<file path="config.mk">
export PLATFORM = sky130hd
export DESIGN_NAME = peak_meter
export DESIGN_NICKNAME = d
export VERILOG_FILES = /design/src/rtl/meter_pkg.sv /design/src/rtl/sample_abs.sv /design/src/rtl/peak_meter.sv
export SDC_FILE = /design/constraint.sdc
export NUM_CORES = 1
export LEC_CHECK = 0
export BUFFER_PORTS_ARGS = -buffer_cell sky130_fd_sc_hd__buf_4
export CAP_MARGIN = 40
export CORE_UTILIZATION = 43
export DETAILED_ROUTE_END_ITERATION = 10
export GPL_TIMING_DRIVEN = 0
export SYNTH_ARGS = -nofsm -noshare
export SYNTH_HDL_FRONTEND = slang
export SYNTH_SLANG_ARGS = --single-unit
</file>
<file path="constraint.sdc">
create_clock -name clk -period 6 [get_ports clk]
set_clock_uncertainty 0.15 [all_clocks]
set_input_delay 0.3 -clock clk [delete_from_list [all_inputs] [get_ports clk]]
set_output_delay 0.3 -clock clk [all_outputs]
set_load 0.005 [all_outputs]
</file>
<file path="src/rtl/meter_pkg.sv">
// rtl/meter_pkg.sv - shared types and constants for the peak/mean-absolute level meter
package meter_pkg;

   localparam int SAMPLE_W = 16;
   localparam int MAG_W    = SAMPLE_W - 1;

   typedef enum logic [1:0] {
      IDLE    = 2'd0,
      MEASURE = 2'd1,
      REPORT  = 2'd2
   } meter_state_t;

   // Full-scale codes; either one counts as a clipped sample.
   localparam logic signed [SAMPLE_W-1:0] POS_FS = 16'sh7FFF;
   localparam logic signed [SAMPLE_W-1:0] NEG_FS = 16'sh8000;

   function automatic logic is_clip(input logic signed [SAMPLE_W-1:0] x);
      return (x == POS_FS) || (x == NEG_FS);
   endfunction

endpackage

</file>
<file path="src/rtl/sample_abs.sv">
// rtl/sample_abs.sv - saturated magnitude of a signed sample; -32768 folds onto 32767
module sample_abs
   import meter_pkg::*;
(
   input  logic signed [SAMPLE_W-1:0] sampleIn,
   output logic        [SAMPLE_W-1:0] magOut
);

   logic signed [SAMPLE_W-1:0] negated;

   always_comb begin
      negated = -sampleIn;
      magOut  = '0;
      if (sampleIn == NEG_FS) begin
         magOut = $unsigned(POS_FS);
      end else if (sampleIn[SAMPLE_W-1]) begin
         magOut = $unsigned(negated);
      end else begin
         magOut = $unsigned(sampleIn);
      end
   end

endmodule

</file>
<file path="src/rtl/peak_meter.sv">
// rtl/peak_meter.sv - windowed peak, mean-absolute and clip detector for a filter output stream
module peak_meter
   import meter_pkg::*;
#(
   parameter int WINDOW_LOG2 = 6
) (
   input  logic                       clk,
   input  logic                       reset,
   input  logic                       sampleValid,
   input  logic signed [SAMPLE_W-1:0] sampleIn,
   input  logic                       start,
   output logic                       busy,
   output logic                       done,
   output logic        [SAMPLE_W-1:0] peakOut,
   output logic        [SAMPLE_W-1:0] meanAbsOut,
   output logic                       clipOut
);

   localparam int ACC_W = MAG_W + WINDOW_LOG2;

   meter_state_t state, state_next;

   logic [WINDOW_LOG2-1:0] count;
   logic [SAMPLE_W-1:0]    peak;
   logic [ACC_W-1:0]       acc;
   logic                   clip;

   logic [SAMPLE_W-1:0]    mag;
   logic [SAMPLE_W-1:0]    peak_nxt;
   logic [ACC_W-1:0]       acc_nxt;
   logic                   clip_nxt;
   logic [ACC_W-1:0]       mean_full;

   logic clear;
   logic accept;
   logic load;

   sample_abs u_abs (
      .sampleIn (sampleIn),
      .magOut   (mag)
   );

   // Running values including the sample on the input now; the final
   // sample of a window goes straight into the result registers.
   always_comb begin
      peak_nxt  = (mag > peak) ? mag : peak;
      acc_nxt   = acc + ACC_W'(mag);
      clip_nxt  = clip | is_clip(sampleIn);
      mean_full = acc_nxt >> WINDOW_LOG2;
   end

   always_comb begin
      state_next = state;
      clear      = 1'b0;
      accept     = 1'b0;
      load       = 1'b0;
      case (state)
         IDLE: begin
            if (start) begin
               state_next = MEASURE;
               clear      = 1'b1;
            end
         end
         MEASURE: begin
            if (sampleValid) begin
               accept = 1'b1;
               if (&count) begin
                  state_next = REPORT;
                  load       = 1'b1;
               end
            end
         end
         REPORT: begin
            state_next = IDLE;
         end
         default: begin
            state_next = IDLE;
         end
      endcase
   end

   always_ff @(posedge clk) begin
      if (reset) begin
         state <= IDLE;
      end else begin
         state <= state_next;
      end
   end

   always_ff @(posedge clk) begin
      if (reset) begin
         count <= '0;
         peak  <= '0;
         acc   <= '0;
         clip  <= 1'b0;
      end else if (clear) begin
         count <= '0;
         peak  <= '0;
         acc   <= '0;
         clip  <= 1'b0;
      end else if (accept) begin
         count <= count + 1'b1;
         peak  <= peak_nxt;
         acc   <= acc_nxt;
         clip  <= clip_nxt;
      end
   end

   // busy and done are registered from the next-state decode so they line up with the state.
   always_ff @(posedge clk) begin
      if (reset) begin
         busy       <= 1'b0;
         done       <= 1'b0;
         peakOut    <= '0;
         meanAbsOut <= '0;
         clipOut    <= 1'b0;
      end else begin
         busy <= (state_next != IDLE);
         done <= load;
         if (load) begin
            peakOut    <= peak_nxt;
            meanAbsOut <= SAMPLE_W'(mean_full);
            clipOut    <= clip_nxt;
         end
      end
   end

endmodule
</file>
==> results of run 1 <==
area by class of cell:
type | instances | area [um2] | area share
Clock buffer | 11 | 253 | 0.0437
Tap cell | 140 | 175 | 0.0303
Sequential cell | 80 | 1600 | 0.277
Clock inverter | 5 | 78.8 | 0.0136
Multi-Input combinational cell | 467 | 3000 | 0.519
Inverter | 30 | 113 | 0.0195
Timing Repair Buffer | 50 | 375 | 0.0649
Buffer | 37 | 186 | 0.0322
registers in the layout, summed over array words and instances (netlist names):
signal	count
count	6
state	2
clip	1
peak	16
done	1
meanAbsOut	15
busy	1
clipOut	1
acc	21
peakOut	16
kinds of logic (layout without fill, tap and decap cells):
family	Yosys count	in the layout	share of synthesized area
AOI/OAI and AO/OA	160	160	0.219
xor gates and xnor gates	25	25	0.0447
adders and majority gates	36	36	0.0935
buffers and inverters	67	133	0.0610
DFF	80	80	0.327
muxes	6	6	0.0123
other	1	1	0.000765
and+or+nand+nor	239	239	0.242
layer usage:
metal	GRT usage	part of all wire	wire length [um]
met1	0.351	0.48	6870
met3	0.0520	0.056	797
met4	0.109	0.023	325
met2	0.396	0.44	6330
met5	0	0	0
critical path, stage by stage:
cell and delay [ps]:
buf_4 130, or3_1 400, nor3_1 330, nand2_1 140, o41ai_1 330, mux2i_1 530
ha_1 340, buf_6 140, and3_4 160, buf_6 130, a22o_1 210, a2111o_1 400
a311oi_2 400, nor3_1 130, xnor2_1 270, a211oi_1 110
path summary, 6_finish.rpt:
kind,from,end,slack (ps),cells past startpoint
worst max-delay path,sampleIn[3],meanAbsOut[14]$_SDFFE_PP0P_,1590,16
worst min-delay path,sampleValid,state[0]$_SDFF_PP0_,170,4
worst max register to register,peak[14]$_SDFFE_PP0P_,peakOut[7]$_SDFFE_PP0P_,3010,9
worst min register to register,acc[14]$_SDFFE_PP0P_,acc[14]$_SDFFE_PP0P_,310,2
power by group through the flow:
stage / Sequential [mW] / Clock [mW] / Combinational (mW)
6_report: 0.545 / 0.614 / 0.224
3_3_place_gp: 0.557 / 0 / 0.216
2_1_floorplan: 0.555 / 0 / 0.155
3_5_place_dp: 0.557 / 0 / 0.219
4_1_cts: 0.545 / 0.624 / 0.220
5_1_grt: 0.546 / 0.644 / 0.248
metrics by stage:
stage	hold WS (ps)	power, mW	setup WS, ps	util
5_1_grt	190	1.44	1340	0.526
6_report	174	1.38	1590	0.526
3_5_place_dp	301	0.776	1260	0.496
2_1_floorplan	286	0.710	2090	-
3_3_place_gp	295	0.773	1340	0.496
4_1_cts	169	1.39	1660	0.526
cell usage in the layout (no fill, tap or decap), drive strengths merged, types with 4 or more instances in the layout:
| cell | count |
|---|---|
| a211oi | 21 |
| a21o | 9 |
| a21oi | 49 |
| a22oi | 7 |
| a31oi | 11 |
| and3 | 4 |
| buf | 61 |
| clkbuf | 37 |
| dfxtp | 80 |
| ha | 35 |
| inv | 30 |
| mux2i | 6 |
| nand2 | 68 |
| nand3 | 32 |
| nand4 | 11 |
| nand4b | 4 |
| nor2 | 56 |
| nor2b | 4 |
| nor3 | 19 |
| nor3b | 6 |
| nor4 | 7 |
| o211ai | 4 |
| o21ai | 22 |
| o31ai | 13 |
| or2 | 6 |
| or3 | 5 |
| or4 | 7 |
| xnor2 | 12 |
| xor2 | 13 |
==> metrics, run 1 <==
status finished clean; first-pass GRT wire length 23,100 um; Slew Limit Fails 0; RSZ-0062 raised after global routing no; fin nets around 730; Max Fclk between 200 and 250 MHz; GRT Residual Overflow 0; Worst setup EP type flop; Worst-Skew Late Latency 350 ps; Syn-to-layout area delta 18.0%; synth top area cells dfxtp_1 33%, ha_1 8.9%, nand2_1 5.2%, a21oi_1 4.9%, nor2_1 4.1%; clock root cell clkbuf_16; hold buffer count at cts 0; Final Setup Violations 0; core box area about 0.011 mm2; number of global-route vias before repair 4,391; GRT Total Usage 0.258; Final Hold Viols 0; row count 38; Die Span X approximately 110 um; post-synth top area cell dfxtp_1; post-CTS setup buffers 0; Seq/Total Area, Yosys 0.327; flops & latches, synth 80; Sum Neg Setup Slack 0 ps; CTS buffer count 9; # placed instances 804; area of the mapped netlist 0.00490 mm2; top-count cell post-synth dfxtp_1; CP Max Fanout 10; Worst Tran Pin Value approximately 860 ps; post-synth net total 670; Hold Path Class in2reg; worst path required time slightly above 6000 ps; overall routed net length between 10,000 and 15,000 um; global placer's final weighted congestion about 0.90; WP data arrival about 4500 ps; Max Cap Viol 0; Die Ht between 100 and 150 um; Clock transition at path regs approximately 60 ps; Post-Syn Instances between 600 and 700; post-route minimum period around 4400 ps; largest net degree at the start of global routing 14; period utilization 0.735; share of layout cells above drive strength 1 0.135; placed cell area 0.00545 mm2; post-synth top area share 0.327; final instance area between 0.005 and 0.006 mm2; H-tree depth 3; drt pass-1 iters 5; Vias/cell 5.73; wire length per cell approximately 17 um; P_int between 1 and 1.5 mW; sw frac 0.273; Buffers on Ports 50; worst IR drop on VDD between 150 and 200 uV; syn avg cell area 7.98 um2; antenna cells 0; vias after detailed routing between 4,000 and 5,000; Finished Layout Cells 820; post-DP HPWL about 11,000 um; initial DRC count 336; Fill cells 1,069; DRT antenna net count 0; ys async rst share 0; Post-synth top cells 80 x dfxtp_1, 68 x nand2_1, 54 x nor2_1; CTS tree built; Max-slew headroom 0.426; CP Launch Type input port; dominant synthesized flop cell dfxtp_1; Cell variety after synth 67; residual DRC count 0; initial antenna violation count 0; io pins 55; Ys Warns 0; crit path kind in2reg; sequential power share 0.394; die area about 0.012 mm2; Leak Pwr 2.25 nW; Post-synth EDFFs 0; P_sw between 0.3 and 0.4 mW; clk buf depth 2; clock share of power 0.444; Starting Density 0.446; Post-CTS Resized 0; CTS sink cnt 80; Gate power share 0.162; PD cells around 240 mW/mm2
Power figures use the tool's default switching activity.
==> run 2: changes to the inputs <==
==> constraint.sdc (replaced) <==
create_clock -name clk -period 4.44 [get_ports clk]
set_clock_uncertainty 0.15 [all_clocks]
set_input_delay 0.222 -clock clk [delete_from_list [all_inputs] [get_ports clk]]
set_output_delay 0.222 -clock clk [all_outputs]
set_load 0.005 [all_outputs]
==> metrics, run 2 (synthesis gave the netlist of run 1 again) <==
Max Cap Viol 0; CTS tree built; worst IR drop on VDD around 220 uV; first-pass GRT wire length about 23,000 um; vias after detailed routing 4,683; slowest stage delay, CP approximately 440 ps; residual DRC count 0; CTS sink cnt 80; CTS buffer count 9; DRT antenna net count 0; Fill cells 1,068; H-tree depth 3; overall routed net length around 14,000 um; Max Fclk approximately 240 MHz; CP Launch Type input port; commonest non-fill, non-tap cell in the layout dfxtp_1; initial antenna violation count 0; antenna cells 0; row count 38; GRT Total Usage 0.258; status finished clean; Starting Density 0.446; share of layout cells above drive strength 1 0.140; Final Setup Violations 0; post-DP HPWL between 10,000 and 15,000 um; core box area about 0.011 mm2; largest registers acc: 21 flops, peakOut: 16 flops, peak: 16 flops; io pins 55; wire length per cell approximately 17 um; setup ws final approximately 290 ps; number of global-route vias before repair around 4,400; Die Ht around 110 um; slowest stage cell, crit path mux2i_2; Hold Path Class in2reg; Leak Pwr 2.25 nW; Worst-Skew Late Latency 350 ps; largest net degree at the start of global routing 14; crit path kind in2reg; RSZ-0062 raised after global routing no; most frequent cells in the layout 80 x dfxtp_1, 68 x nand2_1, 54 x buf_4, 54 x nor2_1, 48 x a21oi_1; global placer's final weighted congestion between 0.8 and 0.9; worst path required time around 4500 ps; Die Span X approximately 110 um; fin nets 731; crit-path leading delay family compound AO/OA/AOI/OAI gates; worst hold margin ~94 ps; clock root cell clkbuf_16; drt pass-1 iters 5; die area 0.0118 mm2; period utilization 0.934; Biggest register acc; initial DRC count 323; CP Max Fanout 10; setup slack at placement -222 ps; CP most frequent cell buf_6; post-route minimum period approximately 4100 ps; worst path bufs/invs 3; Worst setup EP type flop; placed cell area about 0.0055 mm2; hold buffer count at cts 0; WP data arrival 4210 ps; Clock transition at path regs 60 ps; Syn-to-layout area delta 18.3%; Vias/cell around 5.7; Buffers on Ports 50; GRT Residual Overflow 0; Util after Layout 0.528; Design Power around 1.9 mW; final instance area 0.00580 mm2; crit-path cells buf_4, or3_1, nor3_2, nand2_1, o41ai_1, mux2i_2, ha_1, buf_6, and3_4, buf_6, a22o_1, a2111o_1, a311oi_2, nor3_1, xnor2_1, a211oi_1; Final Hold Viols 0; Slew Limit Fails 0; Worst Tran Pin Value just under 900 ps; PD cells 322 mW/mm2; clk buf depth 2; max FFs per register 21; Max-slew headroom 0.416
run 2: cell counts in the layout (fill, tap and decap cells not counted):
No cell type changed its count.
run 2: worst paths after layout:
kind | cells after the start | start | to | slack (ps)
setup / recovery | 16 | sampleIn[3] | meanAbsOut[14]$_SDFFE_PP0P_ | 290
hold / removal | 4 | sampleValid | state[0]$_SDFF_PP0_ | 90
setup reg to reg | 9 | peak[14]$_SDFFE_PP0P_ | peakOut[7]$_SDFFE_PP0P_ | 1460
hold reg to reg | 2 | acc[14]$_SDFFE_PP0P_ | acc[14]$_SDFFE_PP0P_ | 310
run 2: layout make-up:
class / count / area, um2 / share of cell area
inverters: 30 / 113 / 0.0194
plain buffers: 37 / 186 / 0.0322
clock inverters: 5 / 78.8 / 0.0136
clock buffers: 11 / 253 / 0.0436
flip-flops and latches: 80 / 1600 / 0.276
repair buffers: 50 / 375 / 0.0648
multi-input cells: 467 / 3010 / 0.520
well taps: 140 / 175 / 0.0302
run 2: routing by layer:
layer,share of wire,GRT usage,vias to the layer above
met5,0,0,-
met4,0.023,0.109,0
met3,0.057,0.0520,20
met2,0.44,0.396,139
met1,0.48,0.351,2183
li1,-,-,2341
run 2: tightest hold or removal path: stages:
cell	delay, ps
buf_4	80
nand2_1	60
o22ai_1	110
nor3_1	70
run 2: metrics by stage:
step,TNS (ps),std cells
2_1_floorplan,0,614
5_1_grt,0,820
6_report,0,820
3_5_place_dp,-529,804
3_3_place_gp,-237,804
4_1_cts,0,820
run 2: timing repair:
item,in CTS,in global routing
buffers inserted,0,0
setup endpoints to repair,0,2
gates resized for setup,0,3
hold endpoints to repair,0,0
run 2: report_power, final:
| group | internal [mW] | leakage (nW) | switching (mW) | total, mW |
|---|---|---|---|---|
| combinational | 0.108 | 1.44 | 0.195 | 0.303 |
| sequential | 0.729 | 0.646 | 0.00737 | 0.737 |
| clock | 0.522 | 0.165 | 0.307 | 0.829 |
| total | 1.36 | 2.25 | 0.509 | 1.87 |
